### config.mk
export PLATFORM = sky130hd
export DESIGN_NAME = fmap_pad_streamer
export DESIGN_NICKNAME = d
export VERILOG_FILES = /design/src/rtl/fmap_pad_streamer.sv
export SDC_FILE = /design/constraint.sdc
export NUM_CORES = 1
export LEC_CHECK = 0
export BUFFER_PORTS_ARGS = -buffer_cell sky130_fd_sc_hd__buf_2
export CAP_MARGIN = 20
export CORE_UTILIZATION = 45
export CTS_CLUSTER_DIAMETER = 40
export CTS_CLUSTER_SIZE = 20
export DETAILED_ROUTE_END_ITERATION = 6
export GPL_TIMING_DRIVEN = 0
export PLACE_DENSITY_LB_ADDON = 0.2
export SETUP_SLACK_MARGIN = 0.3
export SYNTH_ARGS = -nofsm -noshare
export SYNTH_HDL_FRONTEND = slang
export SYNTH_SLANG_ARGS = --single-unit
export TNS_END_PERCENT = 10
### constraint.sdc
create_clock -name clk -period 4 [get_ports clk]
set_clock_uncertainty 0.05 [all_clocks]
set_input_delay 0.8 -clock clk [delete_from_list [all_inputs] [get_ports clk]]
set_output_delay 0.8 -clock clk [all_outputs]
set_load 0.03 [all_outputs]
### src/rtl/fmap_pad_streamer.sv
// fmap_pad_streamer: reads one NxN activation channel from on-chip memory and
// streams it row-major as an (N+2)x(N+2) frame with a one-pixel zero border.
// Each layer ends with a single clear beat (window_done/end_of_layer) that
// flushes the downstream 3x3 line buffer.
//
// Handshake: there is no ready signal downstream. hold=1 freezes the issue
// stage in the same cycle. The output stage is one register behind issue, so
// the beat issued just before hold rose still appears. mem_rd_data must be
// valid exactly one cycle after mem_rd_en, which lines up with the output
// register. window_done is only ever high together with wr_en.
module fmap_pad_streamer #(
  parameter int bitsize = 14,
  parameter int MAX_DIM = 112,
  parameter int ADDR_W  = 14
) (
  input  logic               clk,
  input  logic               rst,
  input  logic               start,
  input  logic [6:0]         layer_fifosize,
  input  logic [ADDR_W-1:0]  base_addr,
  input  logic               hold,
  output logic               mem_rd_en,
  output logic [ADDR_W-1:0]  mem_addr,
  input  logic [bitsize-1:0] mem_rd_data,
  output logic [bitsize-1:0] pixel_out,
  output logic               wr_en,
  output logic               window_done,
  output logic               end_of_layer,
  output logic               busy,
  output logic               done,
  output logic               err
);

  // Position counters must reach N+1 for the trailing border.
  localparam int CW = $clog2(MAX_DIM + 2);

  typedef enum logic [2:0] {
    S_IDLE   = 3'd0,
    S_STREAM = 3'd1,
    S_FLUSH  = 3'd2,
    S_DRAIN  = 3'd3,
    S_DONE   = 3'd4
  } state_t;

  state_t            state_q, state_d;
  logic [6:0]        n_q, n_d;
  logic [ADDR_W-1:0] addr_q, addr_d;
  logic [CW-1:0]     r_q, r_d, c_q, c_d;
  logic              wr_q, wr_d;
  logic              tag_q, tag_d;   // registered beat came from memory
  logic              clr_q, clr_d;   // registered beat is the clear beat
  logic              err_q, err_d;

  logic [CW-1:0]     n_p1;
  logic              legal_n;
  logic              interior;

  assign n_p1     = CW'(n_q) + CW'(1);
  assign legal_n  = (layer_fifosize == 7'd112) || (layer_fifosize == 7'd56) ||
                    (layer_fifosize == 7'd28);
  assign interior = (r_q != '0) && (r_q != n_p1) && (c_q != '0) && (c_q != n_p1);

  // Next-state, issue-stage control and read strobe.
  always_comb begin
    state_d   = state_q;
    n_d       = n_q;
    addr_d    = addr_q;
    r_d       = r_q;
    c_d       = c_q;
    wr_d      = 1'b0;
    tag_d     = 1'b0;
    clr_d     = 1'b0;
    err_d     = 1'b0;
    mem_rd_en = 1'b0;
    case (state_q)
      S_IDLE: begin
        if (start) begin
          if (legal_n) begin
            n_d     = layer_fifosize;
            addr_d  = base_addr;
            r_d     = '0;
            c_d     = '0;
            state_d = S_STREAM;
          end else begin
            err_d = 1'b1;
          end
        end
      end
      S_STREAM: begin
        if (!hold) begin
          wr_d  = 1'b1;
          tag_d = interior;
          if (interior) begin
            mem_rd_en = 1'b1;
            addr_d    = addr_q + ADDR_W'(1);
          end
          if (c_q == n_p1) begin
            c_d = '0;
            if (r_q == n_p1) state_d = S_FLUSH;
            else             r_d     = r_q + CW'(1);
          end else begin
            c_d = c_q + CW'(1);
          end
        end
      end
      S_FLUSH: begin
        if (!hold) begin
          wr_d    = 1'b1;
          clr_d   = 1'b1;
          state_d = S_DRAIN;
        end
      end
      S_DRAIN: state_d = S_DONE;   // clear beat is on the outputs this cycle
      S_DONE:  state_d = S_IDLE;
      default: state_d = S_IDLE;
    endcase
  end

  // State, counters and output-stage registers.
  always_ff @(posedge clk) begin
    if (!rst) begin
      state_q <= S_IDLE;
      n_q     <= '0;
      addr_q  <= '0;
      r_q     <= '0;
      c_q     <= '0;
      wr_q    <= 1'b0;
      tag_q   <= 1'b0;
      clr_q   <= 1'b0;
      err_q   <= 1'b0;
    end else begin
      state_q <= state_d;
      n_q     <= n_d;
      addr_q  <= addr_d;
      r_q     <= r_d;
      c_q     <= c_d;
      wr_q    <= wr_d;
      tag_q   <= tag_d;
      clr_q   <= clr_d;
      err_q   <= err_d;
    end
  end

  assign mem_addr     = mem_rd_en ? addr_q : '0;
  assign pixel_out    = tag_q ? mem_rd_data : '0;
  assign wr_en        = wr_q;
  assign window_done  = clr_q;
  assign end_of_layer = clr_q;
  assign busy         = (state_q == S_STREAM) || (state_q == S_FLUSH) ||
                        (state_q == S_DRAIN);
  assign done         = (state_q == S_DONE);
  assign err          = err_q;

endmodule

# Yosys cells after proc, flatten, opt, wreduce, memory -nomap -nowiden
# Cells that the tools add are included.
# word_totals
ff_bits,42
latch_bits,0
ramBits,0
romBits,0
in_bits,39
out_inout_bits,35
elab_cells,83
n_memories,0
# op_classes
addsub,4
n_mul,0
div_mod_pow,0
order_cmp,0
eq_ne,19
shifts,0
muxes,28
bitwise,2
n_reduce_logical,21
# ops
operator,n
$mux 14,6
$mux 7,7
$pmux 14 s2,1
$pmux 7 s2,2
$add 7x1->7 const B,3
$mux 3,6
$ne 2x2->1 const B,8
$add 14x1->14 const B,1
$eq 7x7->1,2
$ne 7x7->1,2
$reduce_bool 7->1,2
$pmux 3 s4,1
$reduce_and 6->1,2
$eq 7x5->1 const B,1
$eq 7x6->1 const B,1
$eq 7x7->1 const B,1
$eq 3x2->1 const B,2
$reduce_and 3->1,2
$mux 1,5
$reduce_and 5->1,1
$logic_or 1x1->1,4
$reduce_and 2->1,2
$reduce_and 4->1,1
$eq 3x1->1 const B,1
other kinds (7),10

# Depth between registers and ports, before layout
# logic_depth
word_depth,9
ltp_mapped,10
mapped_depth_nobuf,9

# Worst setup path after synthesis
# Ideal clock, no wire load.
# synth_timing
path_kind,reg2out
start,register n_q[0]
end,output port mem_addr[10]
arrival_time_ns,2.565
required_time_ns,3.150
setup_slack_ns,0.585
stages_incl_launch_ff,10
path_cell_list,dfxtp_1 > ha_1 > xor2_1 > nor3_1 > nor4_1 > nor4_4 > or3_1 > nor3_4 > buf_2 > and2_1
# synth_via
elab_chain_len,9
# synth_lines
element,line,text
from (decl),46,"logic [6:0] n_q, n_d;"
from (signal assigned),133,n_q <= n_d;
$add 7x1->7 (*),58,assign n_p1 = CW'(n_q) + CW'(1);
$ne 7x7->1,61,assign interior = (r_q != '0) && (r_q != n_p1) && (c_q != '0) && (c_q != n_p1);
$logic_and 1x1->1 (2 in series),61,
$logic_and 1x1->1 (*),61,
$mux 1 (*),93,if (interior) begin
$mux 1 (*),90,if (!hold) begin
$mux 1 (*),75,case (state_q)
named net mem_rd_en,22,"output logic mem_rd_en,"
$mux 14 (*),144,assign mem_addr = mem_rd_en ? addr_q : '0;
to (decl),23,"output logic [ADDR_W-1:0] mem_addr,"
# The timed path passes the listed nets; every way through them passes the cells marked *.

# Worst setup path in the final report
# layout_timing
start,register n_q[0]
end,output port mem_addr[13]
# layout_via
elab_chain_len,9
# layout_lines
element,line
$add 7x1->7 (*),58
$ne 7x7->1,61
$logic_and 1x1->1 (2 in series),61
$logic_and 1x1->1 (*),61
$mux 1 (*),93
$mux 1 (*),90
$mux 1 (*),75
$mux 14 (*),144
# Mark *: on every way between the ends. The rest lies on a longest branch, timed or not.

==> impl_metrics.ini <==
[synthesis]
yosysWarnings = 0
synth_area_leaders = dfxtp_1 29%, and2_1 7.0%, nand2_1 5.6%
yosysMostFrequentCell = nand2_1
synthCells = 357
synth_top_cell_by_area = dfxtp_1
async_reset_ff_share_pct = 0
ys_types = 62
syn_avg_cell_area_um2 = 8.06
syn_area_um2 = 2880
syn_nets = 402
synth_top_area_share_pct = 29.2
synth_edf_count = 0
seq_area_frac_synth_pct = 29.2
ys.flop_type = dfxtp_1
ys_ff_latch = 42
yosys-top-cells-count = 43 x nand2_1, 42 x dfxtp_1, 32 x and2_1

[hold_path]
hold_class = reg2reg

[detailed_routing]
wl_per_cell_um = 14.0
wl_mm = 7.19
first_pass_iters = 4
ant_nets = 0
vias = 2816
drt-vias-per-instance = 5.49
drc = 0
dr.first_iter.drc_count = 96

[critical_path]
critPathCaptureType = output pin
critPathCapture = mem_addr[13]
critPathLaunchType = flop
slowest_delay_ps = 400
arrival_ps = 2700
reg2reg_slack_ps = 1370
rr_worst_depth = 8
slowest_stage = dfxtp_4
crit_chain = ha_4 > xor2_1 > nor3_1 > nor4_2 > nor4_4 > or3_1 > nor3_4 > buf_4 > and2_1 > clkbuf_4
r2r_end = addr_q[3]$_SDFFE_PN0P_
crit_required_ps = 3150
setup.worst_path.class = reg2out
worstPathMaxFanout = 7
r2r_start = state_q[2]$_SDFFE_PN0P_
startpoint = n_q[0]$_SDFFE_PN0P_

[sta]
tightest_slew_ps = 772
hold_viol = 0
min_period_over_period_pct = 88.9
finalSetupViolations = 0
period_needed_ps = 3550
slew-limit-headroom_pct = 48.2
final.setup.tns_ps = 0
slew_viol_final = 0
rsz0062_at_grt = true
fmax_mhz = 281

[cells_and_area]
final_nets = 483
syn2layout_area_growth_pct = 21.3
drive_gt1_share_pct = 26.9
antennaDiodeCount = 0

[run]
maxCapViolCount = 0

[floorplan]
dieHeight_um = 82.0
start_util_pct = 47.7
fp.dieW_um = 82.0
die_area_um2 = 6720
rows = 28
core_area_um2 = 6030
io_pins = 74

[clock_tree]
clkSinkCount = 42
htreeDepth = 2
cts_tree = built
cts_max_path_buffers = 2
cts_buffers = 5
cts_root_buffer = clkbuf_8
clk_latency_ps = 290
clk_pin_slew_ps = 80

[placed_design]
port_buffers = 72
hpwl_mm = 5.39
gp_congestion = 0.863

[global_routing]
antenna_found_initial = 0
grt_max_degree = 13
grt_use_total_pct = 23.1
grt-ovfl-total = 0
grt_pass1_wl_mm = 12.0
grt_pass1_vias = 2537

[power]
combPwrFrac_pct = 13.9
p_seq_share_pct = 47.7
clock_power_share_pct = 38.3
powerDensity_nw_per_um2 = 256
power.leakage_nw = 1.51
intPower_uw = 671
switching_share_pct = 24.8
switching_power_uw = 221
vdd_drop_max_mv = 0.185
power_uw = 893

[status]
outcome = finished clean
cell type report:
cell class                 instances  area [um^2]
buffer                            24          165
clock buffer                       6         82.6
clock inverter                     1         30.0
fill                             578         2540
inverter                          10         37.5
multi-input combinational        281         1850
sequential                        42          846
tap                               75         93.8
timing repair buffer              74          380
metal layers:
layer | global-route usage, % | wire length [um] | up-vias
met5 | 0 | 0 | -
met4 | 6.49 | 87 | 0
met2 | 38.3 | 3430 | 76
met1 | 30.7 | 3370 | 1301
met3 | 3.78 | 301 | 11
li1 | - | - | 1428
worst min path at each step:
stage | startpoint | end | cells after the start
2_1_floorplan | state_q[0]$_SDFFE_PN0P_ | state_q[2]$_SDFFE_PN0P_ | 2
3_3_place_gp | state_q[0]$_SDFFE_PN0P_ | state_q[2]$_SDFFE_PN0P_ | 2
3_5_place_dp | state_q[1]$_SDFFE_PN0P_ | state_q[2]$_SDFFE_PN0P_ | 2
4_1_cts | state_q[0]$_SDFFE_PN0P_ | state_q[2]$_SDFFE_PN0P_ | 2
5_1_grt | state_q[0]$_SDFFE_PN0P_ | state_q[2]$_SDFFE_PN0P_ | 2
6_report | state_q[0]$_SDFFE_PN0P_ | state_q[2]$_SDFFE_PN0P_ | 2
cells in the final DEF (no fill, tap or decap), drive strengths merged, types with 2 or more instances in the layout:
cell type	netlist	final
nor4b	2	2
nand4	6	6
or2	4	4
a21boi	4	4
nor3	8	8
o21ai	18	18
a21oi	10	10
o221a	2	2
o21a	3	3
mux2i	5	5
nand2b	5	5
a211oi	4	4
nand3b	5	5
o22a	2	2
xor2	11	11
dfxtp	42	42
and3	9	9
o2111ai	9	9
nand2	43	43
nand3	15	15
o31ai	10	10
xnor2	11	11
o221ai	2	2
buf	14	86
dlygate4sd1	2	2
or4	2	2
inv	10	10
nor4	5	5
a21o	2	2
and2	32	32
nor2b	5	5
clkbuf	8	16
or3	3	3
nor2	26	26
ha	6	6
worst max-delay path, delay by kind of cell (launching register included):
family                     cells  cell delay (ps)
and+or+nand+nor                6             1290
buffers and inverters          2              380
DFF                            1              400
adders and majority gates      1              190
xor gates and xnor gates       1              150
through the flow:
stage,worst slack (ps),cells,area (um^2),util (%),hold slack [ps]
after global routing,297,513,3490,57.9,470
after CTS,311,513,3470,57.5,437
after detailed placement,235,504,3330,55.3,429
final,446,513,3490,57.9,431
after floorplan,585,357,2880,-,394
after global placement,294,504,3330,55.3,416
cells by family (layout without fill, tap and decap cells):
logic type | after synthesis | after routing | synth area share, %
DFF | 42 | 42 | 29.2
AOI/OAI and AO/OA | 75 | 75 | 18.7
buffers and inverters | 34 | 115 | 6.96
and+or+nand+nor | 172 | 172 | 33.3
adders and majority gates | 6 | 6 | 2.61
xor gates and xnor gates | 23 | 23 | 7.52
muxes | 5 | 5 | 1.74
power by group through the flow:
stage | registers, mW | clock network, mW | logic, mW
2_1_floorplan | 0.438 | 0 | 0.0794
3_3_place_gp | 0.437 | 0 | 0.122
3_5_place_dp | 0.437 | 0 | 0.123
4_1_cts | 0.427 | 0.351 | 0.124
5_1_grt | 0.427 | 0.367 | 0.137
6_report | 0.426 | 0.342 | 0.124
state kept, by name, indices dropped and copies added (netlist names):
signal        count
wr_en             1
c_q               7
state_q           3
end_of_layer      1
err               1
tag_q             1
r_q               7
n_q               7
addr_q           14
repair_timing:
item / in CTS / in global routing
gates resized for setup: 2 / 8
hold endpoints to repair: 0 / 0
endpoints found under the setup margin: 15 / 15
hold buffers: 0 / 0
setup buffers: 2 / 0
pin swaps: 2 / 3
Note: power is estimated with default switching activity, not from simulation.
